`src/rtl/l2_pool_buf.sv`:
```
// Two conv line buffers snapshotted on pool start; streams NCOL/2 signed 2x2 (or 1x2) max results.
// Latency: first result valid right after the start edge; one per handshake; data/last hold while out_ready_i=0.
module l2_pool_buf #(
   parameter int DW   = 8,
   parameter int NCOL = 12
) (
   input  logic                 clk,
   input  logic                 rstn,
   input  logic signed [DW-1:0] conv_data_i,
   input  logic [3:0]           line_sel_i,
   input  logic                 line0_we_i,
   input  logic                 line1_we_i,
   input  logic                 pool_start_i,
   input  logic                 single_line_i,
   output logic                 out_valid_o,
   output logic signed [DW-1:0] out_data_o,
   output logic                 out_last_o,
   input  logic                 out_ready_i,
   output logic                 busy_o,
   output logic                 overrun_o
);

   localparam int NPAIR = NCOL / 2;
   localparam int PW = (NPAIR > 1) ? $clog2(NPAIR) : 1;
   localparam logic [PW-1:0] LASTIDX = PW'(NPAIR - 1);
   localparam logic [3:0] NCOLSEL = 4'(NCOL);

   typedef enum logic {IDLE, POOL} state_t;

   state_t              state, stateNext;
   logic [PW-1:0]       pidx, pidxNext;
   logic                sl;
   logic                overrunQ, overrunNext;
   logic                startAcc;
   logic [PW:0]         colEven, colOdd;
   logic signed [DW-1:0] m0, m1;

   logic signed [DW-1:0] line0   [NCOL];
   logic signed [DW-1:0] line1   [NCOL];
   logic signed [DW-1:0] shadow0 [NCOL];
   logic signed [DW-1:0] shadow1 [NCOL];

   function automatic logic signed [DW-1:0] smax(input logic signed [DW-1:0] a,
                                                 input logic signed [DW-1:0] b);
      return (a > b) ? a : b;
   endfunction

   // Live buffers accept writes regardless of pooling state; out-of-range columns are dropped.
   always_ff @(posedge clk or negedge rstn) begin
      if (!rstn) begin
         for (int i = 0; i < NCOL; i++) begin
            line0[i] <= '0;
            line1[i] <= '0;
         end
      end else begin
         if (line0_we_i && (line_sel_i < NCOLSEL)) line0[line_sel_i] <= conv_data_i;
         if (line1_we_i && (line_sel_i < NCOLSEL)) line1[line_sel_i] <= conv_data_i;
      end
   end

   always_ff @(posedge clk or negedge rstn) begin
      if (!rstn) begin
         for (int i = 0; i < NCOL; i++) begin
            shadow0[i] <= '0;
            shadow1[i] <= '0;
         end
         sl <= 1'b0;
      end else if (startAcc) begin
         for (int i = 0; i < NCOL; i++) begin
            shadow0[i] <= line0[i];
            shadow1[i] <= line1[i];
         end
         sl <= single_line_i;
      end
   end

   always_ff @(posedge clk or negedge rstn) begin
      if (!rstn) begin
         state    <= IDLE;
         pidx     <= '0;
         overrunQ <= 1'b0;
      end else begin
         state    <= stateNext;
         pidx     <= pidxNext;
         overrunQ <= overrunNext;
      end
   end

   always_comb begin
      stateNext   = state;
      pidxNext    = pidx;
      startAcc    = 1'b0;
      overrunNext = 1'b0;
      case (state)
         IDLE: begin
            if (pool_start_i) begin
               startAcc  = 1'b1;
               pidxNext  = '0;
               stateNext = POOL;
            end
         end
         POOL: begin
            // A start during pooling, even on the final beat, is flagged and dropped.
            overrunNext = pool_start_i;
            if (out_ready_i) begin
               if (pidx == LASTIDX) stateNext = IDLE;
               else                 pidxNext  = pidx + PW'(1);
            end
         end
         default: stateNext = IDLE;
      endcase
   end

   always_comb begin
      colEven    = {pidx, 1'b0};
      colOdd     = {pidx, 1'b1};
      m0         = smax(shadow0[colEven], shadow0[colOdd]);
      m1         = smax(shadow1[colEven], shadow1[colOdd]);
      out_data_o = sl ? m0 : smax(m0, m1);
   end

   assign out_valid_o = (state == POOL);
   assign busy_o      = (state == POOL);
   assign out_last_o  = (state == POOL) && (pidx == LASTIDX);
   assign overrun_o   = overrunQ;

endmodule
```
`config.mk`:
```
export PLATFORM = sky130hd
export DESIGN_NAME = l2_pool_buf
export DESIGN_NICKNAME = d
export VERILOG_FILES = /design/src/rtl/l2_pool_buf.sv
export SDC_FILE = /design/constraint.sdc
export NUM_CORES = 1
export LEC_CHECK = 0
export BUFFER_PORTS_ARGS = -buffer_cell sky130_fd_sc_hd__buf_4
export CAP_MARGIN = 0
export CORE_MARGIN = 4
export CORE_UTILIZATION = 40
export DETAILED_ROUTE_END_ITERATION = 10
export HOLD_SLACK_MARGIN = 0.1
export PLACE_DENSITY_LB_ADDON = 0.15
export SKIP_LAST_GASP = 1
export SLEW_MARGIN = 10
export SYNTH_ARGS = -nofsm -noshare
export SYNTH_HDL_FRONTEND = slang
export SYNTH_SLANG_ARGS = --single-unit
```
`constraint.sdc`:
```
create_clock -name clk -period 5.12 [get_ports clk]
set_input_delay 1.024 -clock clk [delete_from_list [all_inputs] [get_ports clk]]
set_output_delay 1.024 -clock clk [all_outputs]
set_load 0.01 [all_outputs]
```
==> results.yml <==
clock_network:
  cts.sinks: 390
  insertion_delay_ns: 0.56
  cts_hold_buf: 0
  clockBufferDepth: 3
  root_buffer: "clkbuf_16"
  h-tree-depth: 2
  cts-buffers-inserted: 44
  clkTransAtPathRegs_ns: 0.06
  cts_tree: "built"
yosys:
  synthCells: 1238
  synth_largest_area_cell: "dfrtp_1"
  synth_warnings: 0
  yosysSeqAreaShare: 0.560
  synth-simple-area-share: 0.0431
  synth_top_family_by_area: "multiplexers"
  synth_fp_nets: 1283
  synthMuxAreaShare: 0.316
  synth_area_um2: 17400
  synth-xor-area-share: 0
  synth_compound_area_frac: 0.0327
  synth_fa_ha_area_frac: 0.0187
  synth_top_area_frac: 0.560
  synthTopCellsByArea: "dfrtp_1, mux2_2, mux2i_1, mux4_2, ha_1"
  syn_area_per_cell_um2: 14.1
  synth_seq_cells: 390
  synth_cell_types: 56
die:
  dieArea_um2: 47000
  die_w_um: 217
  start_util: 0.405
  die_h_um: 217
  top_level_ports: 31
  core_area_um2: 43100
  rows: 76
hold_path:
  hp-class: "primary input to async pin"
final_layout:
  fin_nets: 1454
  area_growth_pct: 21.9
  n_fill_cell: 3776
  drive_above_1_share: 0.520
  diodes: 0
global_routing:
  antenna_found_initial: 1
  overflow: 0
  grt_pass1_wl_um: 66300
  grt_start_max_net_pins: 102
  grt_pass1_vias: 11200
  grt_usage: 0.181
detailed_routing:
  wirelength_um: 41700
  initialDrtViolationCount: 521
  routedWlPerCell_um: 20.6
  vias: 10500
  drtAntennaViolNets: 0
  dr.pass1.iters: 4
  vias_per_cell: 5.19
  drcViolationCount: 0
job:
  cap_violations: 0
status:
  status: "complete, but fails checks"
  violations: "setup timing"
place:
  numPortBuffers: 30
  dpl.hpwl_um: 27100
  gp_congestion: 0.846
sta:
  drv_slew: 0
  rsz0062_at_grt: "yes"
  whs_ns: 0.483
  setup_ws_ns: -0.718
  fmax_mhz: 171
  worstMarginPinSlew_ns: 0.964
  finalHoldViolations: 0
  slew_headroom: 0.355
  min_period_over_period: 1.14
  clock_skew_ns: 0.00739
  setup_viol: 8
  post-route-min-period_ns: 5.84
critical_path:
  critPathSlowestCell: "dfrtp_4"
  cp-end-kind: "output pin"
  crit_required_ns: 4.10
  path_max_fanout: 8
  critPathTopFamily: "compound AO/OA/AOI/OAI gates"
  startpoint_type: "flop"
  timing.critical_path.cells: "buf_6, buf_12, buf_8, mux4_2, a21o_1, inv_1, ha_2, a21o_1, a211oi_2, nand3_2, a21oi_4, buf_6, mux2i_2, buf_4, ha_4, nand4_1, nor2_1, a21oi_1, o22a_2, mux2i_1, buf_4"
  critPathBufInv: 7
  worstSetupPathType: "flop to output pin"
  critPathMaxStageDelay_ns: 0.52
  crit_arrival_ns: 4.81
==> layout make-up <==
cell class / count / area [um2] / area share
Sequential cell: 390 / 9760 / 0.459
Multi-Input combinational cell: 741 / 7550 / 0.355
Timing Repair Buffer: 198 / 1660 / 0.0779
Clock buffer: 68 / 1340 / 0.0632
Tap cell: 585 / 732 / 0.0344
Inverter: 34 / 128 / 0.00600
Clock inverter: 13 / 81.3 / 0.00383
==> cells in the mapped netlist (all sizes together) <==
cell type	number
mux4	16
or4b	1
o221ai	2
nor2	65
a21oi	19
nand4	7
dfrtp	390
nand2	19
o31ai	7
o21bai	1
o311ai	1
o31a	1
or3	5
o21ai	16
a21o	8
or2	3
nand3	4
mux2i	80
buf	43
a211oi	3
o21a	1
ha	26
clkbuf	30
nor3	24
nor3b	4
nand2b	7
mux2	386
a22o	2
and2	1
nor4	2
o211ai	2
nand3b	5
o32ai	7
o22ai	10
and3	1
o2111ai	1
o22a	1
nor2b	3
inv	34
==> cell families after synthesis <==
group | count (synthesis)
adders and majority gates | 26
AOI/OAI and AO/OA | 82
buffers and inverters | 107
muxes | 482
and+or+nand+nor | 151
DFF | 390
==> layer usage <==
| metal | wire (um) | track usage | vias up | part of all wire |
|---|---|---|---|---|
| met5 | 0 | 0 | - | 0 |
| met4 | 864 | 0.0427 | 0 | 0.021 |
| met3 | 1230 | 0.0328 | 51 | 0.029 |
| met2 | 19900 | 0.298 | 122 | 0.48 |
| met1 | 19700 | 0.251 | 5561 | 0.47 |
| li1 | - | - | 4798 | - |
==> flip-flops by register name, indices dropped and copies added (netlist names) <==
register	flops
pidx	3
shadow0	96
busy_o	1
sl	1
line0	96
line1	96
shadow1	96
overrun_o	1
==> final timing paths <==
check,from,to,slack [ns],depth (start not counted)
min reg2reg,line1[60]$_DFFE_PN0P_,line1[60]$_DFFE_PN0P_,0.49,1
min,rstn,line0[1]$_DFFE_PN0P_,0.48,1
max reg2reg,busy_o$_DFF_PN0_,shadow0[70]$_DFFE_PN0P_,2.90,3
min in group clk,line1[60]$_DFFE_PN0P_,line1[60]$_DFFE_PN0P_,0.49,1
max,pidx[0]$_DFFE_PN0P_,out_data_o[5],-0.72,21
max in group asynchronous,rstn,shadow1[68]$_DFFE_PN0P_,3.53,2
==> timing repair <==
| item | CTS | global route |
|---|---|---|
| setup buffers | 21 | 7 |
| pin swaps | 28 | 12 |
| gates resized for setup | 66 | 29 |
| setup endpoints to repair | 8 | 8 |
==> metrics by stage <==
stage,worst slack [ns],setup TNS (ns),cell area (um2),util,instances
floorplan,0.0119,0,17400,-,1238
global placement,-0.647,-5.16,19200,0.445,1920
detailed placement,-0.658,-5.09,19200,0.445,1920
CTS,-0.739,-5.73,21100,0.489,2022
global route,-1.00,-7.77,21300,0.493,2029
finish,-0.718,-5.58,21300,0.493,2029
==> cell usage in the layout, fill, tap and decap left out, types with 13 or more instances in the layout <==
cell       Yosys  final
a21oi_1       17     13
buf_4          8    178
clkbuf_16      0     45
clkbuf_8       0     13
dfrtp_1      390    389
ha_1          26     16
inv_1         34     30
mux2_2       380    380
mux2i_1       80     67
mux4_2        16     16
nand2_1       19     19
nor2_1        60     54
nor3_2         2     13
Power is not shown: default switching activity piles up to over one toggle a cycle in this logic, so the estimate is an artifact.
